**config.mk**
```make
export PLATFORM = sky130hd
export DESIGN_NAME = keypad_letter_fsm
export DESIGN_NICKNAME = d
export VERILOG_FILES = /design/src/rtl/keypad_letter_fsm.sv
export SDC_FILE = /design/constraint.sdc
export NUM_CORES = 1
export LEC_CHECK = 0
export CAP_MARGIN = 20
export CORE_UTILIZATION = 60
export CTS_CLUSTER_DIAMETER = 30
export DETAILED_ROUTE_END_ITERATION = 8
export MAX_ROUTING_LAYER = met4
export PLACE_DENSITY = 0.84
export REMOVE_ABC_BUFFERS = 1
export SYNTH_ARGS = -nofsm -noshare
export SYNTH_HDL_FRONTEND = slang
export SYNTH_SLANG_ARGS = --single-unit
```
**constraint.sdc**
```tcl
create_clock -name clk -period 12.2 [get_ports clk]
set_clock_uncertainty 0.2 [all_clocks]
set_input_delay 1.83 -clock clk [delete_from_list [all_inputs] [get_ports clk]]
set_output_delay 1.83 -clock clk [all_outputs]
set_load 0.01 [all_outputs]
```
**src/rtl/keypad_letter_fsm.sv**
```systemverilog
// rtl/keypad_letter_fsm.sv - multi-tap keypad to ASCII letter entry for Hangman guesses
// Digits 2-9 pick/cycle letter groups, '*' clears, '#' submits via a one-cycle ready pulse.
module keypad_letter_fsm #(
   parameter int unsigned TIMEOUT_CYCLES = 10_000_000
) (
   input  logic       clk,
   input  logic       nRst,
   input  logic [7:0] cur_key,
   input  logic       strobe,
   output logic [7:0] letter,
   output logic       ready,
   output logic       composing
);

   localparam int unsigned TW = $clog2(TIMEOUT_CYCLES + 1);

   typedef enum logic [1:0] {
      IDLE,
      COMPOSE,
      SUBMIT
   } state_e;

   state_e        state_q, state_d;
   logic [3:0]    group_q, group_d;
   logic [1:0]    idx_q, idx_d;
   logic [TW-1:0] timer_q, timer_d;
   logic [7:0]    letter_q, letter_d;
   logic          ready_q, ready_d;
   logic          composing_q, composing_d;

   logic [1:0] row_idx, col_idx;
   logic       row_ok, col_ok, key_ok;
   logic       is_digit, is_star, is_hash;
   logic [3:0] digit;
   logic       timer_sat;
   logic       digit_hit;

   function automatic logic onehot4(input logic [3:0] v);
      return (v != 4'd0) && ((v & (v - 4'd1)) == 4'd0);
   endfunction

   function automatic logic [1:0] pos4(input logic [3:0] v);
      case (v)
         4'b0001: return 2'd0;
         4'b0010: return 2'd1;
         4'b0100: return 2'd2;
         default: return 2'd3;
      endcase
   endfunction

   function automatic logic [4:0] group_base(input logic [3:0] g);
      case (g)
         4'd2:    return 5'd0;
         4'd3:    return 5'd3;
         4'd4:    return 5'd6;
         4'd5:    return 5'd9;
         4'd6:    return 5'd12;
         4'd7:    return 5'd15;
         4'd8:    return 5'd19;
         4'd9:    return 5'd22;
         default: return 5'd0;
      endcase
   endfunction

   function automatic logic [1:0] group_last(input logic [3:0] g);
      return (g == 4'd7 || g == 4'd9) ? 2'd3 : 2'd2;
   endfunction

   always_comb begin
      row_ok   = onehot4(cur_key[7:4]);
      col_ok   = onehot4(cur_key[3:0]);
      row_idx  = pos4(cur_key[7:4]);
      col_idx  = pos4(cur_key[3:0]);
      key_ok   = strobe && row_ok && col_ok;
      // Digit keys 1-9 occupy the top-left 3x3 block; key 1 is excluded
      is_digit = key_ok && (row_idx != 2'd3) && (col_idx != 2'd3)
                 && !((row_idx == 2'd0) && (col_idx == 2'd0));
      digit    = ({2'b00, row_idx} * 4'd3) + {2'b00, col_idx} + 4'd1;
      is_star  = key_ok && (row_idx == 2'd3) && (col_idx == 2'd0);
      is_hash  = key_ok && (row_idx == 2'd3) && (col_idx == 2'd2);
   end

   assign timer_sat = (timer_q >= TW'(TIMEOUT_CYCLES));

   always_comb begin
      state_d   = state_q;
      group_d   = group_q;
      idx_d     = idx_q;
      digit_hit = 1'b0;
      case (state_q)
         IDLE: begin
            if (is_digit) begin
               state_d   = COMPOSE;
               group_d   = digit;
               idx_d     = 2'd0;
               digit_hit = 1'b1;
            end
         end
         COMPOSE: begin
            if (is_digit) begin
               digit_hit = 1'b1;
               if ((digit == group_q) && !timer_sat) begin
                  idx_d = (idx_q == group_last(group_q)) ? 2'd0 : idx_q + 2'd1;
               end else begin
                  group_d = digit;
                  idx_d   = 2'd0;
               end
            end else if (is_star) begin
               state_d = IDLE;
            end else if (is_hash) begin
               state_d = SUBMIT;
            end
         end
         SUBMIT:  state_d = IDLE;
         default: state_d = IDLE;
      endcase

      if (state_d == IDLE) begin
         group_d = 4'd0;
         idx_d   = 2'd0;
      end

      if ((state_d != COMPOSE) || digit_hit) begin
         timer_d = '0;
      end else if (!timer_sat) begin
         timer_d = timer_q + TW'(1);
      end else begin
         timer_d = timer_q;
      end

      // SUBMIT reuses the letter already held from COMPOSE
      case (state_d)
         COMPOSE: letter_d = 8'h41 + {3'b000, group_base(group_d)} + {6'b000000, idx_d};
         SUBMIT:  letter_d = letter_q;
         default: letter_d = 8'h00;
      endcase
      ready_d     = (state_d == SUBMIT);
      composing_d = (state_d == COMPOSE);
   end

   always_ff @(posedge clk or negedge nRst) begin
      if (!nRst) begin
         state_q     <= IDLE;
         group_q     <= 4'd0;
         idx_q       <= 2'd0;
         timer_q     <= '0;
         letter_q    <= 8'h00;
         ready_q     <= 1'b0;
         composing_q <= 1'b0;
      end else begin
         state_q     <= state_d;
         group_q     <= group_d;
         idx_q       <= idx_d;
         timer_q     <= timer_d;
         letter_q    <= letter_d;
         ready_q     <= ready_d;
         composing_q <= composing_d;
      end
   end

   assign letter    = letter_q;
   assign ready     = ready_q;
   assign composing = composing_q;

endmodule

```
==> reports/results.txt <==
Syn-to-layout area delta -> 9.71%
first-pass GRT wire length -> 9.80 mm
Post-Syn Area -> 0.00287 mm²
Comb pwr share -> 24.0%
setup bufs post-CTS -> 0
Sink Count -> 41
min Tclk post-route -> 7330 ps
Root Driver -> clkbuf_8
Pint -> 0.225 mW
H-tree levels -> 2
Routed Antenna Nets -> 0
number of buffers created by CTS -> 5
switch share -> 31.4%
vias in the first global route -> 2,180
Setup CP Type -> input port to flip-flop
Clock transition at path regs -> 80 ps
crit end category -> flip-flop
post-synthesis sequential area ratio -> 35.7%
most common cell in the netlist -> dfrtp_1
DP Wirelength -> 4.13 mm
Clock Latency Late Sink -> 290 ps
Post-synth EDFFs -> 0
worst-margin pin slew -> 883 ps
cell count after synthesis -> 296
count of input and output buffers -> 19
PD cells -> 104 mW/mm²
count of final hold-check violations -> 0
Cell Rows -> 24
largest net degree at the start of global routing -> 42
yosys warns -> 0
post-CTS sizing -> 0
GRT overflow -> 0
most used cell, CP -> ha_1
Crit path buffers/inverters -> 3
RSZ-0062 raised after global routing -> false
Primary FF master, synth -> dfrtp_1
Critical Path, Cell by Cell -> clkdlybuf4s50_1 -> or4b_4 -> ha_1 -> ha_1 -> inv_1 -> fa_1 -> xor2_1 -> xnor2_1 -> nand3_1 -> nor3_4 -> a21oi_1 -> o21a_1 -> or2_1 -> ha_1 -> a32o_1 -> a31oi_1 -> ha_1 -> inv_1 -> fa_1 -> nor3b_1 -> a221o_1
Hold Crit Class -> flip-flop to flip-flop
total number of vias -> 2,252
synth cell count leaders -> 41 x dfrtp_1, 35 x nor2_1, 22 x nand2_1, 20 x xor2_1, 17 x inv_1
Final period util -> 60.1%
die area -> 0.00507 mm²
Worst IR Drop VDD -> 66.0 µV
Max-slew headroom -> 41.1%
top-area cell type share of the netlist area -> 35.7%
num ports -> 21
NetSw -> 0.103 mW
via/cell ratio -> 6.15
Async S/R FF share, synth -> 100%
clock power share -> 29.6%
Starting Density -> 64.2%
FILL cells -> 330
CTS tree -> done
hold_ws -> 276 ps
Iter 0 DRT Violations -> 148
Largest stage delay, worst path -> 670 ps
Yosys cell types -> 69
FF+latch count, synth -> 41
Req. time, crit path -> 12,180 ps
crit path DAT -> 7320 ps
initial antenna violation count -> 0
Core Area -> 0.00447 mm²
gpl congestion -> 0.867
synth top area cells -> dfrtp_1 36%, ha_1 6.1%, xor2_1 6.1%, nor2_1 4.6%, xnor2_1 3.7%
cell accounting for the most synthesized area -> dfrtp_1
critical path's top delay family -> adder cells
Horiz. Die Dim -> 71.2 µm
ANT cells -> 0
status -> completed
layout cell share with drive strength beyond 1 -> 10.8%
First-pass DRT Iterations -> 4
Nets -> 340
startpoint types -> input port
Global Route Usage Sum -> 25.4%
Crit Path Max Fanout -> 10
# DRC -> 0
WL per Instance -> 15.4 µm
syn_area_per_cell -> 9.71 µm²
final setup TNS -> 0 ps
drt total wl -> 5.65 mm
Final setup viols -> 0
Seq pwr share -> 46.4%
die height -> 71.2 µm
hold-fix buffers at CTS -> 0
Max Slew Vio Count -> 0
Max Cap Viol -> 0
Leak -> 1.38 nW
Fmax -> 136 MHz
CTS max path bufs -> 2
Max stage delay cell, worst path -> clkdlybuf4s50_1
## layer usage
layer | track usage [%] | vias up | part of all wire (%) | routed length [µm]
met5 | - | - | 0 | 0
met4 | 6.89 | 0 | 1.7 | 95
met3 | 5.13 | 12 | 3.2 | 180
met2 | 41.0 | 48 | 47 | 2650
met1 | 32.7 | 1093 | 48 | 2720
li1 | - | 1099 | - | -
## registers in the layout, indices dropped and copies added (netlist names)
name	cells
composing	1
group_q	4
idx_q	2
letter	7
ready	1
state_q	2
timer_q	24
## power by group through the flow
stage,sequential (mW),clock [mW],combinational [mW]
finish,0.152,0.0969,0.0786
global route,0.153,0.104,0.0863
CTS,0.152,0.0986,0.0786
detailed placement,0.154,0,0.0776
global placement,0.154,0,0.0764
floorplan,0.155,0,0.0487
## kinds of logic (layout without fill, tap and decap cells)
group | Yosys count | count (layout) | share of synthesized area [%]
mux | 1 | 1 | 0.348
buf+inv | 26 | 44 | 4.75
other cells | 1 | 1 | 0.131
simple gates | 122 | 122 | 25.4
flops | 41 | 41 | 35.7
xor+xnor | 32 | 32 | 9.76
fa+ha+maj | 16 | 16 | 7.49
compound gates | 57 | 57 | 16.4
## final timing paths
kind,to,slack (ps),depth (start not counted),startpoint
setup / recovery,letter[4],4870,21,cur_key[5]
hold / removal,letter[6],280,2,letter[6]
setup reg to reg,letter[4],7800,14,timer_q[22]
hold reg to reg,letter[6],280,2,letter[6]
max in group asynchronous,group_q[0],9790,1,nRst
min in group asynchronous,timer_q[5],1450,1,nRst
## layout by cell type (no fill, tap or decap), types with 2 or more instances in the layout
master and instances:
a211o_1 4, a211oi_1 3, a21oi_1 10, a31oi_1 4, a32o_1 2, and3_1 5
and4_1 2, clkbuf_8 7, clkdlybuf4s50_1 18, dfrtp_1 41, fa_1 2, ha_1 14
inv_1 17, nand2_1 22, nand2b_1 3, nand3_1 12, nand4_1 6, nor2_1 35
nor2b_1 3, nor3_1 8, nor3b_1 2, nor4_2 3, o2111ai_1 2, o211a_1 2
o211ai_1 2, o21a_1 3, o21ai_0 5, o22ai_1 2, or2_2 2, or4b_4 4
xnor2_1 12, xor2_1 20
## final cells by class
type | instances | area (µm²) | area share (%)
clock buffers | 7 | 96.3 | 3.06
clock inverters | 1 | 5.00 | 0.159
inverters | 17 | 63.8 | 2.02
multi-input cells | 229 | 1710 | 54.3
flip-flops and latches | 41 | 1030 | 32.6
well taps | 52 | 65.1 | 2.06
repair buffers | 19 | 185 | 5.88
## stage by stage
| step | total power [mW] | worst slack, ps | util (%) | instances | instance area [µm²] |
|---|---|---|---|---|---|
| floorplan | 0.204 | 5550 | - | 287 | 2800 |
| global placement | 0.230 | 4770 | 68.2 | 358 | 3050 |
| detailed placement | 0.232 | 4590 | 68.2 | 358 | 3050 |
| CTS | 0.329 | 4880 | 70.4 | 366 | 3150 |
| global route | 0.344 | 4550 | 70.4 | 366 | 3150 |
| finish | 0.327 | 4870 | 70.4 | 366 | 3150 |
## worst reg2reg max path, stage by stage (launching register included)
cell     delay (ps)
dfrtp_1         430
or4_1           520
o311a_1         500
nor3_4          360
a21oi_1         130
o21a_1          210
or2_1           280
ha_1            200
a32o_1          210
a31oi_1         140
ha_1            170
inv_1            60
fa_1            400
nor3b_1         160
a221o_1         310
No activity file was read; power rests on OpenSTA's default activity.
